## src/rtl/serial_add_ctrl.sv

```systemverilog
// Bit-serial adder controller: latches an operand pair, ripples one full-adder cell
// across it LSB first (one bit per clock), then holds {carry_out, sum} until accepted.
module serial_add_ctrl #(
    parameter int WIDTH = 8
) (
    input  logic             clk,
    input  logic             rst,
    input  logic             in_valid,
    output logic             in_ready,
    input  logic [WIDTH-1:0] a,
    input  logic [WIDTH-1:0] b,
    output logic             out_valid,
    input  logic             out_ready,
    output logic [WIDTH-1:0] sum,
    output logic             carry_out,
    output logic             busy
);

    localparam int IDX_W = (WIDTH > 1) ? $clog2(WIDTH) : 1;
    localparam logic [IDX_W-1:0] LAST_IDX = IDX_W'(WIDTH - 1);

    typedef enum logic [1:0] {
        IDLE,
        ADD,
        DONE
    } state_t;

    state_t           state_q, state_d;
    logic [IDX_W-1:0] idx_q,   idx_d;
    logic [WIDTH-1:0] a_q,     a_d;
    logic [WIDTH-1:0] b_q,     b_d;
    logic [WIDTH-1:0] sum_q,   sum_d;
    logic             c_q,     c_d;
    logic             cout_q,  cout_d;
    logic [1:0]       fa;

    // Two half-adder stages and a carry OR; returns {carry, sum}.
    function automatic logic [1:0] full_add(input logic x, input logic y, input logic ci);
        logic p, g1, s, g2;
        p  = x ^ y;
        g1 = x & y;
        s  = p ^ ci;
        g2 = p & ci;
        return {g1 | g2, s};
    endfunction

    always_comb begin
        state_d = state_q;
        idx_d   = idx_q;
        a_d     = a_q;
        b_d     = b_q;
        sum_d   = sum_q;
        c_d     = c_q;
        cout_d  = cout_q;
        fa      = 2'b00;

        unique case (state_q)
            IDLE: begin
                if (in_valid) begin
                    a_d     = a;
                    b_d     = b;
                    c_d     = 1'b0;
                    idx_d   = '0;
                    state_d = ADD;
                end
            end
            ADD: begin
                fa            = full_add(a_q[idx_q], b_q[idx_q], c_q);
                sum_d[idx_q]  = fa[0];
                c_d           = fa[1];
                if (idx_q == LAST_IDX) begin
                    cout_d  = fa[1];
                    idx_d   = '0;
                    state_d = DONE;
                end else begin
                    idx_d = idx_q + 1'b1;
                end
            end
            DONE: begin
                if (out_ready) begin
                    state_d = IDLE;
                end
            end
            default: state_d = IDLE;
        endcase
    end

    // Reset clears the datapath too so an aborted add never leaves a partial sum visible.
    always_ff @(posedge clk) begin
        if (rst) begin
            state_q <= IDLE;
            idx_q   <= '0;
            a_q     <= '0;
            b_q     <= '0;
            sum_q   <= '0;
            c_q     <= 1'b0;
            cout_q  <= 1'b0;
        end else begin
            state_q <= state_d;
            idx_q   <= idx_d;
            a_q     <= a_d;
            b_q     <= b_d;
            sum_q   <= sum_d;
            c_q     <= c_d;
            cout_q  <= cout_d;
        end
    end

    assign in_ready  = (state_q == IDLE);
    assign busy      = (state_q == ADD);
    assign out_valid = (state_q == DONE);
    assign sum       = sum_q;
    assign carry_out = cout_q;

endmodule

```

## config.mk

```make
export PLATFORM = sky130hd
export DESIGN_NAME = serial_add_ctrl
export DESIGN_NICKNAME = d
export VERILOG_FILES = /design/src/rtl/serial_add_ctrl.sv
export SDC_FILE = /design/constraint.sdc
export NUM_CORES = 1
export LEC_CHECK = 0
export CAP_MARGIN = 5
export CORE_ASPECT_RATIO = 2
export CORE_MARGIN = 3
export CORE_UTILIZATION = 46
export CTS_CLUSTER_DIAMETER = 40
export DETAILED_ROUTE_END_ITERATION = 7
export PLACE_DENSITY = 0.81
export RECOVER_POWER = 50
export SYNTH_ARGS = -nofsm -noshare
export SYNTH_HDL_FRONTEND = slang
export SYNTH_SLANG_ARGS = --single-unit
export TNS_END_PERCENT = 50
```

## constraint.sdc

```tcl
create_clock -name clk -period 5.7 [get_ports clk]
set_input_delay 0.57 -clock clk [delete_from_list [all_inputs] [get_ports clk]]
set_output_delay 0.57 -clock clk [all_outputs]
set_load 0.05 [all_outputs]
```

==> summary.txt, run 1 <==
Global routing
  – Grt total ovfl: 0
  – Initial antenna violation count: 0
  – First-pass GRT wire length: ~5.3 mm
  – Vias in the first global route: 1224
  – Largest net degree at the start of global routing: 32
  – Gr usage total: 18.6%

CTS
  – Worst-Skew Late Latency: 0.29 ns
  – Worst-path clk slew: 0.06 ns
  – Post_cts resized: 0
  – H-Tree Level Count: 2
  – Clock buffer depth: 2
  – CTS tree: yes
  – Clock Tree Root: clkbuf_8
  – Post-CTS setup buffer count: 0
  – Clock buffers created by TritonCTS: 5
  – # hold bufs at CTS: 0
  – CTS sink cnt: 31

Routing
  – DRT antenna net count: 0
  – Drc violations: 0
  – Routed vias: 1286
  – Post-Route WL: 3.17 mm
  – Met2 wire len: 1.81 mm
  – Met3 wire len: 128 microns
  – Top layer in use: met4
  – DR vias/cell: 5.69
  – Iter 0 DRT Violations: 28
  – Initial DRT Pass Iterations: 5
  – M1 wire length: 1.13 mm
  – Wire per inst: between 10 and 15 microns

Worst setup path
  – WP data required: between 5 and 6 ns
  – Cells along the critical path: nand2b_1 > inv_1 > clkdlybuf4s50_1
  – Worst setup path start: state_q[0]
  – Worst setup path class: reg2out
  – CP Capture Type: primary output
  – Critical Path Start Type: flop
  – Slowest-stage cell, CP: clkdlybuf4s50_1
  – Worst r2r path cells: 6
  – R2r setup slk: about 3.3 ns
  – Launching point of the worst reg2reg path: idx_q[1]
  – Crit Path Max Fanout: 11
  – Critical Path Max Stage Delay: 0.83 ns
  – CP arrival: 2.08 ns
  – R2r endpoint: sum[6]

Final layout
  – Area grow syn2layout: 26.4%
  – Share of layout cells above drive strength 1: slightly above 6%
  – Fin cells: 226
  – NumNets Final: 218
  – Most common cell after layout, fill and taps aside: nand2_1
  – Most used cells in the layout excluding fill and tap cells: nand2_1, dfxtp_1, a21oi_1
  – ANT cells: 0

Floorplan
  – Core area: 0.00298 sq mm
  – Die W: around 45 microns
  – I/O pins: 32
  – Die Y: approximately 85 microns
  – Die area: between 0.003 and 0.004 sq mm
  – Row Count: 28
  – Starting Density: around 48%

Logic synthesis
  – Area of the mapped netlist: 0.00142 sq mm
  – Post-synthesis async set-or-reset flop share: 0%
  – Syn nets: slightly below 200
  – Mapped Cells: 170
  – Number of synthesis warnings: 0
  – Syn avg cell area: around 8.4 sq um
  – Most common flop cell mapped by yosys: dfxtp_1
  – Number of distinct library cells after synthesis: 35
  – #FFs+latches synth: 31
  – Sequential share of the synthesized area: a little over two fifths
  – Post-synth EDFFs: 0

STA
  – Max Fclk: 377 MHz
  – Final max-slew violation count: 0
  – # setup viols final: 0
  – Clock Skew: 0.00545 ns
  – Final worst-path cycle share: 46.5%
  – TNS Setup: 0 ns
  – Slew at the pin with the worst max-slew slack: 1.05 ns
  – Slew margin rel.: 29.8%
  – Final hold vios: 0
  – Min Tclk post-route: between 2 and 3 ns
  – RSZ-0062 raised after global routing: no
  – Post-route setup slack: 3.05 ns

Placement
  – RD Place Congestion: about 0.84
  – Number of port buffers: 31
  – DP Cell Count: 218
  – Place WS: ~3.3 ns
  – Final HPWL from detailed placement: 2.30 mm

Power and ir drop
  – Leak pwr: 0.638 nW
  – Worst vdd ir: 0.202 mV
  – Pwr dens: between 200 and 300 mW/mm^2

Worst hold path
  – Hold endpoint: b_q[0]
  – Min-Delay Path Depth: 2
  – Worst min path class: reg2reg
  – Worst hold start: b_q[0]

Status
  – Status: finished, final reports clean

Job
  – Max Cap Violations: 0
[per-layer routing]
metal	global-route usage (%)	vias up
li1	-	636
met1	18.7	604
met2	31.3	38
met4	12.8	0
met3	4.72	8
met5	0	-
[metrics by stage]
step / power [mW] / area (sq um) / util (%) / hold slack, ns
finish: 0.488 / 1800 / 60.4 / 0.455
global route: 0.510 / 1800 / 60.4 / 0.486
CTS: 0.492 / 1800 / 60.4 / 0.457
detailed placement: 0.305 / 1700 / 57.0 / 0.449
global placement: 0.303 / 1700 / 57.0 / 0.444
floorplan: 0.283 / 1420 / - / 0.430
[worst max-delay path: cells and delay by family (launching register included)]
kind          cells  cell delay [ns]
buf+inv           2             1.02
flops             1             0.55
simple gates      1             0.22
[state kept, by name, indices dropped and copies added (netlist names)]
signal,cells
b_q,8
sum,8
carry_out,1
idx_q,3
a_q,8
state_q,2
c_q,1
[worst max-delay path by stage]
stage                        end  slack [ns]  cells after the start
final                       busy        3.05                      3
after global routing        busy        2.94                      3
after CTS                   busy        3.03                      3
after detailed placement    busy        3.34                      3
after global placement      busy        3.37                      3
after floorplan           sum[6]        3.70                      9
[cell families after synthesis]
| kind of cell | share of synthesized area (%) |
|---|---|
| AOI/OAI and AO/OA | 18.7 |
| adders and majority gates | 3.17 |
| buffers and inverters | 5.63 |
| DFF | 43.6 |
| muxes | 3.52 |
| and+or+nand+nor | 25.3 |
[final cells by class]
| class | count | area (sq um) |
|---|---|---|
| Fill cell | 277 | 1180 |
| Multi-Input combinational cell | 124 | 722 |
| Sequential cell | 31 | 621 |
| Timing Repair Buffer | 31 | 310 |
| Clock buffer | 8 | 100 |
| Tap cell | 30 | 37.5 |
| Inverter | 2 | 7.51 |
[report_power, final]
group / leakage [nW] / internal [mW] / switching [mW]
logic: 0.334 / 0.0303 / 0.0338
clock network: 0.0515 / 0.110 / 0.0780
registers: 0.253 / 0.226 / 0.00984
[cells in the mapped netlist (2+ instances only)]
cell type  instances  area share, %
dfxtp_1           31             44
clkbuf_1           4            1.1
buf_6              2            1.6
a21oi_1           29             10
o31ai_1            2            1.1
nand3_1           10            3.5
buf_2              7            2.5
inv_1              2           0.53
ha_1               2            1.8
nand3b_1           2            1.1
nand2_1           37            9.8
o21ai_0            6            2.1
nor2_1             4            1.1
mux2i_1            5            3.5
nand4_1            2           0.88
nand2b_1           4            1.8
nor2b_1            3            1.3
Power figures use the tool's default switching activity.
==> inputs of run 2 (changes only) <==
--- a/config.mk
+++ b/config.mk
@@ -8,7 +8,7 @@
 export CAP_MARGIN = 5
 export CORE_ASPECT_RATIO = 2
 export CORE_MARGIN = 3
-export CORE_UTILIZATION = 46
+export CORE_UTILIZATION = 44
 export CTS_CLUSTER_DIAMETER = 40
 export DETAILED_ROUTE_END_ITERATION = 7
 export PLACE_DENSITY = 0.81
==> constraint.sdc (replaced) <==
create_clock -name clk -period 2.4 [get_ports clk]
set_input_delay 0.24 -clock clk [delete_from_list [all_inputs] [get_ports clk]]
set_output_delay 0.24 -clock clk [all_outputs]
set_load 0.05 [all_outputs]
==> run 2 against run 1 <==
  * Hold slack improved by 0.0039 ns
  * First-iteration DRC count is 46% lower
  * Core utilization decreased by 0.41 points
  * Wire length decreased by 3.7%
  * Non-clock buffer count rose by 3
==> summary.txt, run 2 (synthesis gave the netlist of run 1 again) <==
Floorplan
  – Die area: 0.00399 sq mm (was 0.00384 sq mm)
  – Starting Density: 47.2% (was 47.8%)
  – I/O pins: 32 (unchanged)
  – Core area: 0.00301 sq mm (was 0.00298 sq mm)
  – Die W: 46.2 microns (was 45.3 microns)
  – Die Y: 86.4 microns (was 84.6 microns)
  – Row Count: 28 (unchanged)

CTS
  – CTS tree: yes (unchanged)
  – Clock buffer depth: 2 (unchanged)
  – CTS sink cnt: 31 (unchanged)
  – Worst-path clk slew: 0.06 ns (about the same)
  – Worst-Skew Late Latency: 0.29 ns (about the same)
  – H-Tree Level Count: 2 (unchanged)
  – Post-CTS setup buffer count: 0 (unchanged)
  – Clock Tree Root: clkbuf_8 (unchanged)
  – Clock buffers created by TritonCTS: 5 (unchanged)

Final layout
  – ANT cells: 0 (unchanged)
  – Fin cells: 229 (was 226)
  – Area grow syn2layout: 27.0% (was 26.4%)
  – NumNets Final: 221 (was 218)
  – Post-layout util: 60.0% (was 60.4%)
  – Most common cell after layout, fill and taps aside: nand2_1 (unchanged)
  – Most used cells in the layout excluding fill and tap cells: nand2_1, a21oi_1, dfxtp_1 (was nand2_1, dfxtp_1, a21oi_1)
  – Share of layout cells above drive strength 1: 9.05% (was 6.12%)

Placement
  – Final HPWL from detailed placement: 2.29 mm (was 2.30 mm)
  – DP Cell Count: 221 (was 218)
  – Number of port buffers: 31 (unchanged)
  – RD Place Congestion: 0.916 (was 0.841)

Power and ir drop
  – Pint: 0.810 mW (was 0.366 mW)
  – Part of the power in combinational logic: 14.6% (was 13.1%)
  – Leak pwr: 0.657 nW (was 0.638 nW)
  – Pwr dens: 612 mW/mm^2 (was 271 mW/mm^2)
  – Sw power: 0.295 mW (was 0.122 mW)
  – Seq pwr share: 50.2% (was 48.3%)
  – Clk network pwr share: 35.2% (was 38.5%)
  – Sw Share: 26.7% (was 24.9%)
  – Worst vdd ir: 0.529 mV (was 0.202 mV)

Global routing
  – Gr usage total: 17.2% (was 18.6%)
  – Initial antenna violation count: 0 (unchanged)
  – Largest net degree at the start of global routing: 32 (unchanged)
  – First-pass GRT wire length: 5.02 mm (was 5.28 mm)
  – Grt total ovfl: 0 (unchanged)
  – Vias in the first global route: 1227 (was 1224)

Worst hold path
  – Worst min path class: reg2reg (unchanged)
  – Min-Delay Path Depth: 2 (unchanged)

Routing
  – Drc violations: 0 (unchanged)
  – Iter 0 DRT Violations: 15 (was 28)
  – Initial DRT Pass Iterations: 4 (was 5)
  – DRT antenna net count: 0 (unchanged)
  – Routed vias: 1251 (was 1286)
  – Post-Route WL: 3.06 mm (was 3.17 mm)
  – DR vias/cell: 5.46 (was 5.69)
  – Wire per inst: 13.4 microns (was 14.0 microns)

STA
  – RSZ-0062 raised after global routing: no (unchanged)
  – Final worst-path cycle share: 94.0%
  – # setup viols final: 0 (unchanged)
  – Slew at the pin with the worst max-slew slack: 0.651 ns (was 1.05 ns)
  – Hold Slack: 0.459 ns (was 0.455 ns)
  – Max Fclk: 443 MHz
  – Slew margin rel.: 56.6% (was 29.8%)
  – Final hold vios: 0 (unchanged)
  – Min Tclk post-route: between 2 and 2.5 ns
  – Final max-slew violation count: 0 (unchanged)
  – Clock Skew: 0.0101 ns (was 0.00545 ns)
  – TNS Setup: 0 ns (unchanged)

Worst setup path
  – Worst r2r path cells: 6 (unchanged)
  – Critical Path Max Stage Delay: 0.83 ns (about the same)
  – Critical path depth: 3 (unchanged)
  – Crit Path Max Fanout: 11 (unchanged)
  – Critical Path Start Type: flop (unchanged)
  – Cells along the critical path: nand2b_1 > inv_1 > clkdlybuf4s50_1 (unchanged)
  – CP Capture Type: primary output (unchanged)
  – WP data required: 2.16 ns (was 5.13 ns)
  – CP arrival: 2.02 ns (was 2.08 ns)
  – Delay-heaviest family, CP: buffers and inverters (unchanged)
  – Buf+Inv Stages, Crit Path: 2 (unchanged)
  – Worst setup path class: reg2out (unchanged)
  – Slowest-stage cell, CP: clkdlybuf4s50_1 (unchanged)

Status
  – Status: finished, final reports clean (unchanged)

Job
  – Max Cap Violations: 0 (unchanged)
-- run 2: timing repair --
action | in CTS | in global routing
gates resized for setup | 1 | 1
pin swaps | 0 | 0
endpoints found under the setup margin | 1 | 8
hold buffers | 0 | 0
-- run 2: power groups by stage --
stage	Combinational [mW]	Sequential [mW]	Clock, mW
2_1_floorplan	0.110	0.562	0
3_3_place_gp	0.157	0.565	0
3_5_place_dp	0.162	0.566	0
4_1_cts	0.162	0.555	0.397
5_1_grt	0.177	0.558	0.421
6_report	0.162	0.555	0.389
-- run 2: worst register-to-register path, cell delays in order (launching register included) --
cell	delay, ns
dfxtp_2	0.53
mux2i_1	0.25
o22ai_1	0.12
a311o_1	0.31
fa_1	0.65
nand4_1	0.15
a21oi_1	0.15
-- run 2: per-layer routing --
layer	up-vias	share of wire (%)	GRT usage [%]
met5	-	0	0
met4	0	3.5	10.1
met3	11	4.0	3.95
met2	33	57	31.8
met1	565	36	15.4
li1	642	-	-
-- run 2: area by class of cell --
class                           instances  area [sq um]
Multi-Input combinational cell        124           722
Tap cell                               30          37.5
Inverter                                2          7.51
Timing Repair Buffer                   34           333
Fill cell                             283          1210
Clock buffer                            5          68.8
Clock inverter                          3          15.0
Sequential cell                        31           623
-- run 2: worst paths after layout --
| check | start | to | slack (ns) |
|---|---|---|---|
| worst min register to register | carry_out | carry_out | 0.46 |
| worst max register to register | idx_q[0] | sum[7] | 0.19 |
| worst max-delay path | state_q[1] | busy | 0.14 |
| worst min-delay path | carry_out | carry_out | 0.46 |
-- run 2: per-stage QoR --
step / power, mW / area (sq um) / worst slack (ns)
after floorplan: 0.672 / 1420 / 0.403
after global placement: 0.722 / 1720 / 0.161
after detailed placement: 0.728 / 1720 / -0.000818
after CTS: 1.11 / 1810 / 0.0491
after global routing: 1.16 / 1810 / 0.0461
final: 1.11 / 1810 / 0.144
